--- config.mk ---
export PLATFORM = sky130hd
export DESIGN_NAME = uart_tx_byte
export DESIGN_NICKNAME = d
export VERILOG_FILES = /design/src/rtl/test_value_uart_tx_pkg.sv /design/src/rtl/uart_tx_byte.sv
export SDC_FILE = /design/constraint.sdc
export NUM_CORES = 1
export LEC_CHECK = 0
export CORE_UTILIZATION = 40
export CTS_BUF_LIST = sky130_fd_sc_hd__clkbuf_4 sky130_fd_sc_hd__clkbuf_8 sky130_fd_sc_hd__clkbuf_16
export DETAILED_ROUTE_END_ITERATION = 12
export PLACE_DENSITY = 0.61
export SLEW_MARGIN = 5
export SYNTH_ARGS = -nofsm -noshare
export SYNTH_HDL_FRONTEND = slang
export SYNTH_SLANG_ARGS = --single-unit
--- constraint.sdc ---
create_clock -name clk -period 3.92 [get_ports clk]
set_input_delay 0.588 -clock clk [delete_from_list [all_inputs] [get_ports clk]]
set_output_delay 0.588 -clock clk [all_outputs]
set_load 0.01 [all_outputs]
--- src/rtl/test_value_uart_tx_pkg.sv ---
// Shared definitions for the test_value UART reporter: FSM encodings, ASCII constants
// and the hex/character helpers used to build the "HHHH\r\n" line.
package test_value_uart_tx_pkg;

  localparam int unsigned DATA_W     = 16;
  localparam int unsigned BYTE_W     = 8;
  localparam int unsigned NIBBLE_W   = 4;
  localparam int unsigned MSG_CHARS  = 6;
  localparam int unsigned CHAR_IDX_W = 3;
  localparam int unsigned BIT_IDX_W  = 3;

  localparam logic [BYTE_W-1:0] ASCII_CR = 8'h0D;
  localparam logic [BYTE_W-1:0] ASCII_LF = 8'h0A;

  // Serializer bit-level states; PARITY is only reachable in parity builds.
  typedef enum logic [2:0] {
    ST_IDLE   = 3'd0,
    ST_START  = 3'd1,
    ST_DATA   = 3'd2,
    ST_PARITY = 3'd3,
    ST_STOP   = 3'd4
  } tx_state_e;

  // Message-level sequencing in the top.
  typedef enum logic {
    MSG_IDLE = 1'b0,
    MSG_SEND = 1'b1
  } msg_state_e;

  function automatic logic [BYTE_W-1:0] hex_ascii(input logic [NIBBLE_W-1:0] n);
    logic [BYTE_W-1:0] c;
    if (n < 4'd10) c = 8'h30 + {4'h0, n};
    else           c = 8'h37 + {4'h0, n};
    return c;
  endfunction

  // Character idx (0..5) of the line for value v.
  function automatic logic [BYTE_W-1:0] msg_char(input logic [DATA_W-1:0]     v,
                                                 input logic [CHAR_IDX_W-1:0] idx);
    logic [BYTE_W-1:0] c;
    case (idx)
      3'd0:    c = hex_ascii(v[15:12]);
      3'd1:    c = hex_ascii(v[11:8]);
      3'd2:    c = hex_ascii(v[7:4]);
      3'd3:    c = hex_ascii(v[3:0]);
      3'd4:    c = ASCII_CR;
      default: c = ASCII_LF;
    endcase
    return c;
  endfunction

endpackage

--- src/rtl/uart_tx_byte.sv ---
// Byte serializer: start bit, 8 data bits LSB first, optional even parity, one stop bit.
// Parity bit is present only when TV_UART_PARITY_EN is defined.
module uart_tx_byte
  import test_value_uart_tx_pkg::*;
#(
  parameter int unsigned CLKS_PER_BIT = 868
) (
  input  logic              clk,
  input  logic              rst_n,
  input  logic [BYTE_W-1:0] byte_in,
  input  logic              byte_valid,
  output logic              byte_ready,
  output logic              tx,
  output logic              busy
);

  localparam int unsigned BAUD_W = $clog2(CLKS_PER_BIT);
  localparam logic [BAUD_W-1:0] BAUD_LAST = BAUD_W'(CLKS_PER_BIT - 1);

  tx_state_e              state, state_n;
  logic [BAUD_W-1:0]      baud_cnt, baud_n;
  logic [BIT_IDX_W-1:0]   bit_cnt, bit_n;
  logic [BYTE_W-1:0]      shift_q, shift_n;
  logic                   tx_n, busy_n, ready_n;
  logic                   accept_c, baud_last_c;
`ifdef TV_UART_PARITY_EN
  logic                   par_q, par_n;
`endif

  assign accept_c    = byte_valid && byte_ready;
  assign baud_last_c = (baud_cnt == BAUD_LAST);

  // State and datapath registers; reset forces the line idle immediately.
  always_ff @(posedge clk or negedge rst_n) begin
    if (!rst_n) begin
      state      <= ST_IDLE;
      baud_cnt   <= '0;
      bit_cnt    <= '0;
      shift_q    <= '0;
      tx         <= 1'b1;
      busy       <= 1'b0;
      byte_ready <= 1'b1;
`ifdef TV_UART_PARITY_EN
      par_q      <= 1'b0;
`endif
    end else begin
      state      <= state_n;
      baud_cnt   <= baud_n;
      bit_cnt    <= bit_n;
      shift_q    <= shift_n;
      tx         <= tx_n;
      busy       <= busy_n;
      byte_ready <= ready_n;
`ifdef TV_UART_PARITY_EN
      par_q      <= par_n;
`endif
    end
  end

  // Next state; outputs are precomputed here so tx/busy/byte_ready come from flops.
  always_comb begin
    state_n = state;
    baud_n  = baud_cnt;
    bit_n   = bit_cnt;
    shift_n = shift_q;
    tx_n    = tx;
`ifdef TV_UART_PARITY_EN
    par_n   = par_q;
`endif

    case (state)
      ST_IDLE: begin
        tx_n = 1'b1;
      end
      ST_START: begin
        if (baud_last_c) begin
          state_n = ST_DATA;
          baud_n  = '0;
          bit_n   = '0;
          tx_n    = shift_q[0];
        end else begin
          baud_n = baud_cnt + BAUD_W'(1);
        end
      end
      ST_DATA: begin
        if (baud_last_c) begin
          baud_n = '0;
          if (bit_cnt == BIT_IDX_W'(BYTE_W - 1)) begin
`ifdef TV_UART_PARITY_EN
            state_n = ST_PARITY;
            tx_n    = par_q;
`else
            state_n = ST_STOP;
            tx_n    = 1'b1;
`endif
          end else begin
            bit_n   = bit_cnt + BIT_IDX_W'(1);
            shift_n = {1'b0, shift_q[BYTE_W-1:1]};
            tx_n    = shift_q[1];
          end
        end else begin
          baud_n = baud_cnt + BAUD_W'(1);
        end
      end
`ifdef TV_UART_PARITY_EN
      ST_PARITY: begin
        if (baud_last_c) begin
          state_n = ST_STOP;
          baud_n  = '0;
          tx_n    = 1'b1;
        end else begin
          baud_n = baud_cnt + BAUD_W'(1);
        end
      end
`endif
      ST_STOP: begin
        if (baud_last_c) begin
          state_n = ST_IDLE;
          baud_n  = '0;
          tx_n    = 1'b1;
        end else begin
          baud_n = baud_cnt + BAUD_W'(1);
        end
      end
      default: begin
        state_n = ST_IDLE;
        baud_n  = '0;
        tx_n    = 1'b1;
      end
    endcase

    // A byte is only accepted in IDLE or on the last stop-bit cycle, so chars run back to back.
    if (accept_c) begin
      state_n = ST_START;
      baud_n  = '0;
      bit_n   = '0;
      shift_n = byte_in;
      tx_n    = 1'b0;
`ifdef TV_UART_PARITY_EN
      par_n   = ^byte_in;
`endif
    end

    busy_n  = (state_n != ST_IDLE);
    ready_n = (state_n == ST_IDLE) || ((state_n == ST_STOP) && (baud_n == BAUD_LAST));
  end

endmodule

==> results of run 1 <==
==> cell usage in the layout, fill, tap and decap left out, types with 4 or more instances in the layout <==
cell / n
a21oi_1: 7
a31oi_1: 4
and3_1: 4
clkdlybuf4s50_1: 13
dfrtp_1: 25
inv_1: 5
mux2i_1: 8
nand2_1: 14
nand3_1: 7
nor2_1: 15
nor3_1: 6
o21ai_0: 6
o21ai_1: 8
==> flip-flops by register name (all words and copies together) (netlist names) <==
register	count
bit_cnt	3
baud_cnt	10
busy	1
byte_ready	1
shift_q	8
tx	1
state	3
==> routing by layer <==
metal	vias to the layer above	global-route usage (%)	share of wire (%)
met5	-	0	0
met2	34	28.8	45
met4	0	6.67	2.0
met3	7	2.46	4.1
met1	599	25.4	49
li1	624	-	-
==> critical path: stages (launching register included) <==
cell,delay [ns]
dfrtp_1,0.48
ha_1,0.33
and3_4,0.19
and4_1,0.26
nor2_2,0.36
a22oi_1,0.18
or4_4,0.57
o41ai_2,0.29
==> per-stage QoR <==
stage               power (µW)  setup WS [ns]  std cells
floorplan                  525           1.51        167
global placement           590           1.20        219
detailed placement         595           1.10        219
CTS                        753           1.20        223
global route               800          0.987        223
finish                     749           1.16        223
==> power by group through the flow <==
stage | Clock, µW | Combinational (µW) | Sequential, µW
after floorplan | 0 | 136 | 389
final | 160 | 182 | 407
after global placement | 0 | 180 | 410
after CTS | 163 | 184 | 406
after detailed placement | 0 | 183 | 412
after global routing | 174 | 207 | 418
==> path summary, 6_finish.rpt <==
path	start	end	slack (ns)	depth (start not counted)
worst max-delay path	baud_cnt[0]	byte_ready	1.16	7
worst min-delay path	tx	tx	0.52	2
worst max register to register	baud_cnt[0]	byte_ready	1.16	7
worst min register to register	tx	tx	0.52	2
max in group asynchronous	rst_n	byte_ready	2.95	2
min in group asynchronous	rst_n	baud_cnt[7]	0.67	2
==> logic make-up after synthesis <==
family / after synthesis / share of synthesized area, %
buffers and inverters: 15 / 5.41
xor gates and xnor gates: 5 / 2.78
adders and majority gates: 3 / 2.38
DFF: 27 / 43.1
AOI/OAI and AO/OA: 41 / 17.1
muxes: 10 / 6.52
and+or+nand+nor: 66 / 22.7
==> layout make-up <==
type / instances / area [µm²] / area share, %
multi-input combinational: 125 / 811 / 46.3
inverter: 5 / 18.8 / 1.07
tap: 48 / 60.1 / 3.43
clock inverter: 1 / 5.00 / 0.286
clock buffer: 3 / 41.3 / 2.36
timing repair buffer: 14 / 138 / 7.86
sequential: 27 / 678 / 38.7
==> impl_metrics.csv, run 1 <==
group,metric,value,unit
routing,vias,1264,
yosys,synth_nets,181,
clock_tree,clk_latency,0.28,ns
cells_and_area,n_fill_cell,361,
floorplan,dieArea,4190,µm²
sta,final_max_slew_viol_count,0,
outcome,outcome,"finished clean",
clock_tree,cts_sinks,27,
cells_and_area,num_antenna_cells,0,
cells_and_area,final_util,47.1,%
placement,place_congestion,0.837,
yosys,syn-cell-area,1570,µm²
yosys,seq_area_frac_synth,43.1,%
yosys,synthCells,167,
power_and_ir_drop,power.switching,250,µW
sta,slew_headroom,36.5,%
floorplan,die_h,64.7,µm
power_and_ir_drop,p_leak,0.000792,µW
clock_tree,post_cts_buffers,0,
global_routing,grt_use_total,18.3,%
yosys,synth_cell_types,47,
clock_tree,clkTransAtPathRegs,0.09,ns
floorplan,die_x,64.7,µm
sta,hold_viol_final,0,
sta,skew,0.00674,ns
sta,period_needed,2.76,ns
yosys,yosys.area.top_type,"dfrtp_1",
clock_tree,hold_buffers,0,
placement,portBuffers,13,
clock_tree,cts.path.max_buffers,2,
min_path,hold_class,"flip-flop to flip-flop",
cells_and_area,final_cell_area,1750,µm²
sta,finalSetupViolations,0,
placement,placed_area,1710,µm²
yosys,synth_edf_count,0,
yosys,yosys-top-cells-area,"dfrtp_1, mux2i_1, nor2_1, dfstp_2, nand2_1",
floorplan,num_rows,22,
power_and_ir_drop,p_sw_share,33.4,%
routing,first_iter_violations,49,
global_routing,grt_pass1_wl,5.93,mm
routing,avgRoutedWirePerCell,15.1,µm
yosys,ys_ff_latch,27,
sta,rsz0062_at_grt,"false",
yosys,synth_most_common_cell,"dfrtp_1",
power_and_ir_drop,ir_drop,0.000227,V
global_routing,grt_max_degree,28,
sta,fin_crit_sh,70.4,%
global_routing,overflow,0,
setup_path,cp_data_arrival_time,2.94,ns
global_routing,grt_antenna_before_repair,0,
cells_and_area,final_nets,190,
sta,fin_hold_ws,0.515,ns
sta,fmax,0.362,GHz
power_and_ir_drop,p_seq_share,54.3,%
yosys,synth_top_flop_cell,"dfrtp_1",
placement,dp_hpwl,2.41,mm
yosys,netlist.area_leader.share,39.7,%
cells_and_area,area_growth,11.3,%
clock_tree,cts_tree,"done",
power_and_ir_drop,internal_power,499,µW
yosys,ys_top_cells_by_count,"dfrtp_1, nor2_1, nand2_1",
power_and_ir_drop,powerDensity,428,nW/µm²
power_and_ir_drop,p_comb_share,24.3,%
setup_path,crit_type,"flip-flop to flip-flop",
routing,drc_errors,0,
power_and_ir_drop,clock_power_share,21.3,%
global_routing,grt_pass1_vias,1247,
clock_tree,cts.repair.resized,0,
cells_and_area,drive_gt1_share,8.57,%
sta,setup-tns-final,0,ns
yosys,ys_warn_count,0,
setup_path,cp-start-kind,"flip-flop",
floorplan,io-pin-count,14,
floorplan,start_util,42.4,%
run,max_cap_violations,0,
yosys,syn_area_per_cell,9.43,µm²
clock_tree,htreeDepth,1,
sta,worstMarginPinSlew,0.945,ns
setup_path,cp.required,4.10,ns
setup_path,crit_fanout,9,
clock_tree,cts-root-buf,"clkbuf_8",
setup_path,cp-end-kind,"flip-flop",
routing,first_pass_iters,4,
floorplan,coreArea,3720,µm²
routing,wl,3.36,mm
routing,via_per_inst,5.67,
yosys,async_flop_share,100,%
clock_tree,cts_buffers,3,
routing,ant_nets,0,
Power figures use the tool's default switching activity.
==> run 2: changes to the inputs <==
- PLACE_DENSITY: 0.61 -> 0.63
- clock period: 3.92 -> 2.4 ns (I/O delays scaled with it)
==> impl_metrics.csv, run 2 (same netlist as run 1, synthesis figures left out) <==
group,metric,value,unit
outcome,outcome,"finished clean",
clock_tree,post_cts_buffers,0,
routing,wl,3.73,mm
clock_tree,cts_buffers,3,
floorplan,io-pin-count,14,
setup_path,crit_fanout,6,
cells_and_area,n_fill_cell,363,
floorplan,coreArea,3720,µm²
setup_path,cp.required,2.58,ns
setup_path,critPathBufInv,1,
setup_path,r2r_start,"state[2]",
setup_path,cp_data_arrival_time,2.51,ns
cells_and_area,top_regs,"baud_cnt: 10 flops, shift_q: 8 flops",
sta,period_needed,2.33,ns
floorplan,dieArea,4190,µm²
global_routing,grt_antenna_before_repair,0,
floorplan,die_x,64.7,µm
clock_tree,cts_sinks,27,
sta,slew_headroom,71.5,%
clock_tree,clkTransAtPathRegs,0.10,ns
global_routing,grt_pass1_wl,6.37,mm
placement,dp_hpwl,2.79,mm
min_path,hold_class,"primary input to async pin",
setup_path,cp-start-kind,"flip-flop",
setup_path,worstSetupStartpoint,"state[2]",
routing,first_iter_violations,82,
clock_tree,cts-root-buf,"clkbuf_8",
global_routing,grt_max_degree,28,
cells_and_area,seqCellArea,678,µm²
floorplan,start_util,42.4,%
routing,drc_errors,0,
cells_and_area,largest_register_ffs,10,
cells_and_area,area_growth,20.3,%
routing,avgRoutedWirePerCell,15.5,µm
cells_and_area,most-common-layout-cells,"dfrtp_1, buf_4, nor2_1",
routing,first_pass_iters,4,
sta,finalSetupViolations,0,
global_routing,grt_pass1_vias,1298,
clock_tree,cts.path.max_buffers,2,
global_routing,overflow,0,
sta,skew,0.00433,ns
cells_and_area,final_nets,207,
run,max_cap_violations,0,
clock_tree,cts_tree,"done",
sta,fin_crit_sh,97.0,%
sta,fmax,0.430,GHz
placement,place_congestion,0.865,
cells_and_area,final_common_cell,"dfrtp_1",
setup_path,crit_type,"flip-flop to flip-flop",
sta,rsz0062_at_grt,"false",
floorplan,num_rows,22,
global_routing,grt_use_total,19.8,%
sta,worst_slack,0.0723,ns
cells_and_area,drive_gt1_share,17.7,%
routing,vias,1349,
clock_tree,htreeDepth,1,
clock_tree,hold_buffers,0,
cells_and_area,num_antenna_cells,0,
routing,ant_nets,0,
routing,via_per_inst,5.62,
power_and_ir_drop,p_leak,0.000877,µW
setup_path,critPathSlowestCell,"or4_4",
placement,dp_slack,0.0754,ns
sta,setup-tns-final,0,ns
power_and_ir_drop,ir_drop,0.000378,V
sta,final_max_slew_viol_count,0,
power_and_ir_drop,powerDensity,695,nW/µm²
cells_and_area,multi_input_area,823,µm²
setup_path,cp-end-kind,"flip-flop",
cells_and_area,top_register,"baud_cnt",
sta,worstMarginPinSlew,0.423,ns
placement,portBuffers,13,
setup_path,crit_chain,"nor2_1 > mux2i_1 > buf_4 > nor2_4 > a22oi_1 > or4_4 > o41ai_2",
sta,hold_viol_final,0,
clock_tree,clk_latency,0.27,ns
floorplan,die_h,64.7,µm
clock_tree,cts.repair.resized,0,
setup_path,max_stage_delay,0.55,ns
setup_path,path_delay_family,"simple AND/OR/NAND/NOR gates",
run 2: changes by cell type in the layout (fill, tap and decap cells not counted), sizes merged:
cell,change
buf,+17
clkinv,-1
clkinvlp,+1
run 2: path summary, 6_finish.rpt:
check,endpoint,slack (ns),depth (start not counted)
hold reg to reg,shift_q[7],0.53,2
setup reg to reg,byte_ready,0.07,7
setup / recovery,byte_ready,0.07,7
hold / removal,baud_cnt[6],0.45,2
min in group clk,shift_q[7],0.53,2
max in group asynchronous,tx,1.64,2
run 2: metrics by stage:
stage,hold slack [ns],utilization [%],power [µW],instances,instance area (µm²)
finish,0.448,51.0,1320,240,1890
global route,0.488,51.0,1410,240,1890
CTS,0.465,50.8,1320,240,1890
detailed placement,0.503,49.5,1050,236,1840
global placement,0.489,49.5,1040,236,1840
floorplan,0.0644,-,859,167,1580
run 2: where the power goes:
group          total (µW)  internal, µW  switching (µW)
registers             624           557            67.0
clock network         272           118             154
logic                 421           198             223
total                1320           872             444
run 2: routing by layer:
metal	wire length [µm]	part of all wire (%)	vias up	track usage, %
met1	1860	50	665	29.1
met5	0	0	-	0
met2	1740	47	19	29.9
li1	-	-	661	-
met4	42	1.1	0	6.11
met3	85	2.3	4	2.82
run 2: cell type report:
type                            count  share of cell area (%)
Inverter                            5                   0.991
Clock inverter                      1                   0.396
Tap cell                           48                    3.17
Timing Repair Buffer               31                    14.0
Multi-Input combinational cell    125                    43.5
Sequential cell                    27                    35.8
Clock buffer                        3                    2.18
==> run 3: changes to the inputs <==
- CORE_UTILIZATION: 40 -> 25
- PLACE_DENSITY: 0.63 -> 0.45
==> impl_metrics.csv, run 3 (same netlist as run 1, synthesis figures left out) <==
group,metric,value,unit
sta,fmax,0.435,GHz
cells_and_area,fin_cells,268,
cells_and_area,num_antenna_cells,0,
global_routing,grt_pass1_vias,1364,
sta,period_needed,2.30,ns
setup_path,cp_data_arrival_time,2.49,ns
placement,placed_area,1880,µm²
floorplan,dieArea,6620,µm²
power_and_ir_drop,power.switching,457,µW
placement,portBuffers,13,
setup_path,cp-end-kind,"flip-flop",
cells_and_area,largest_register_ffs,10,
setup_path,rrSetupSlack,0.1,ns
setup_path,cp-start-kind,"flip-flop",
outcome,outcome,"finished clean",
routing,avgRoutedWirePerCell,14.7,µm
setup_path,r2r_start,"baud_cnt[2]",
clock_tree,cts_buffers,3,
power_and_ir_drop,p_sw_share,33.9,%
cells_and_area,area_growth,25.0,%
power_and_ir_drop,internal_power,893,µW
power_and_ir_drop,p_comb_share,32.0,%
clock_tree,htreeDepth,1,
sta,hold_viol_final,0,
placement,place_congestion,0.935,
clock_tree,clkTransAtPathRegs,0.11,ns
setup_path,r2r-end,"byte_ready",
clock_tree,cts_tree,"done",
placement,dp.cells,264,
setup_path,crit_fanout,4,
routing,ant_nets,0,
clock_tree,cts-root-buf,"clkbuf_8",
routing,via_per_inst,5.01,
routing,first_iter_violations,74,
sta,skew,0.0147,ns
routing,drc_errors,0,
cells_and_area,final_cell_area,1970,µm²
cells_and_area,final_nets,208,
clock_tree,post_cts_buffers,0,
sta,finalSetupViolations,0,
clock_tree,cts.repair.resized,0,
power_and_ir_drop,clock_power_share,21.1,%
placement,dp_slack,0.0749,ns
global_routing,grt_pass1_wl,6.76,mm
sta,slew_headroom,60.5,%
run,max_cap_violations,0,
power_and_ir_drop,p_seq_share,46.9,%
cells_and_area,drive_gt1_share,20.2,%
floorplan,die_h,81.3,µm
min_path,hold_class,"primary input to async pin",
setup_path,cp.required,2.59,ns
sta,fin_crit_sh,95.9,%
clock_tree,hold_buffers,0,
floorplan,io-pin-count,14,
setup_path,worstSetupStartpoint,"baud_cnt[2]",
routing,first_pass_iters,4,
cells_and_area,final_common_cell,"dfrtp_1",
routing,vias,1343,
floorplan,num_rows,28,
placement,dp_hpwl,2.90,mm
global_routing,grt_use_total,13.4,%
setup_path,crit_type,"flip-flop to flip-flop",
power_and_ir_drop,powerDensity,686,nW/µm²
routing,wl,3.93,mm
sta,setup-tns-final,0,ns
floorplan,die_x,81.3,µm
setup_path,reg2reg_depth,6,
cells_and_area,top_regs,"baud_cnt: 10 flops, shift_q: 8 flops",
sta,final_max_slew_viol_count,0,
power_and_ir_drop,finalPower,1350,µW
global_routing,overflow,0,
clock_tree,clk_latency,0.29,ns
clock_tree,cts.path.max_buffers,2,
power_and_ir_drop,ir_drop,0.000309,V
power_and_ir_drop,p_leak,0.000884,µW
sta,worst_slack,0.0994,ns
floorplan,coreArea,5990,µm²
floorplan,start_util,26.3,%
cells_and_area,top_register,"baud_cnt",
cells_and_area,most-common-layout-cells,"dfrtp_1, buf_4, nor2_1",
clock_tree,cts_sinks,27,
global_routing,grt_max_degree,28,
global_routing,grt_antenna_before_repair,0,
sta,worstMarginPinSlew,0.587,ns
sta,rsz0062_at_grt,"false",
run 3: worst max path at each step:
| stage | to | slack (ns) | cells after the start |
|---|---|---|---|
| after global placement | byte_ready | 0.12 | 6 |
| after global routing | byte_ready | 0.002 | 6 |
| after CTS | byte_ready | 0.02 | 6 |
| after detailed placement | byte_ready | 0.07 | 6 |
| final | byte_ready | 0.1 | 6 |
| after floorplan | byte_ready | 0.07 | 9 |
run 3: area by class of cell:
cell class	instances	area [µm²]
Clock inverter	1	8.76
Tap cell	75	93.8
Clock buffer	3	41.3
Sequential cell	27	679
Timing Repair Buffer	32	277
Fill cell	617	4020
Inverter	5	18.8
Multi-Input combinational cell	125	850
run 3: critical path: stages, from the launching register on:
cell and delay (ns):
dfrtp_2 0.45, nor4b_4 0.27, and4_4 0.29, a31oi_1 0.09
or3_1 0.30, or4_1 0.55, o41ai_4 0.24
run 3: layer usage:
layer / share of wire [%] / wire, µm / track usage, %
met5: 0 / 0 / 0
met4: 2.6 / 102 / 5.18
met3: 2.2 / 88 / 2.02
met2: 46 / 1810 / 20.9
met1: 49 / 1930 / 18.5
run 3: power groups by stage:
stage                     sequential (µW)  combinational (µW)  clock (µW)
after CTS                             625                 423         296
after global routing                  651                 481         319
after floorplan                       636                 223           0
after detailed placement              634                 419           0
final                                 633                 432         285
after global placement                631                 422           0
run 3: through the flow:
| step | util (%) | hold WS (ns) |
|---|---|---|
| 2_1_floorplan | - | 0.0644 |
| 3_3_place_gp | 31.4 | 0.490 |
| 3_5_place_dp | 31.4 | 0.495 |
| 4_1_cts | 32.2 | 0.461 |
| 5_1_grt | 32.9 | 0.471 |
| 6_report | 32.9 | 0.445 |
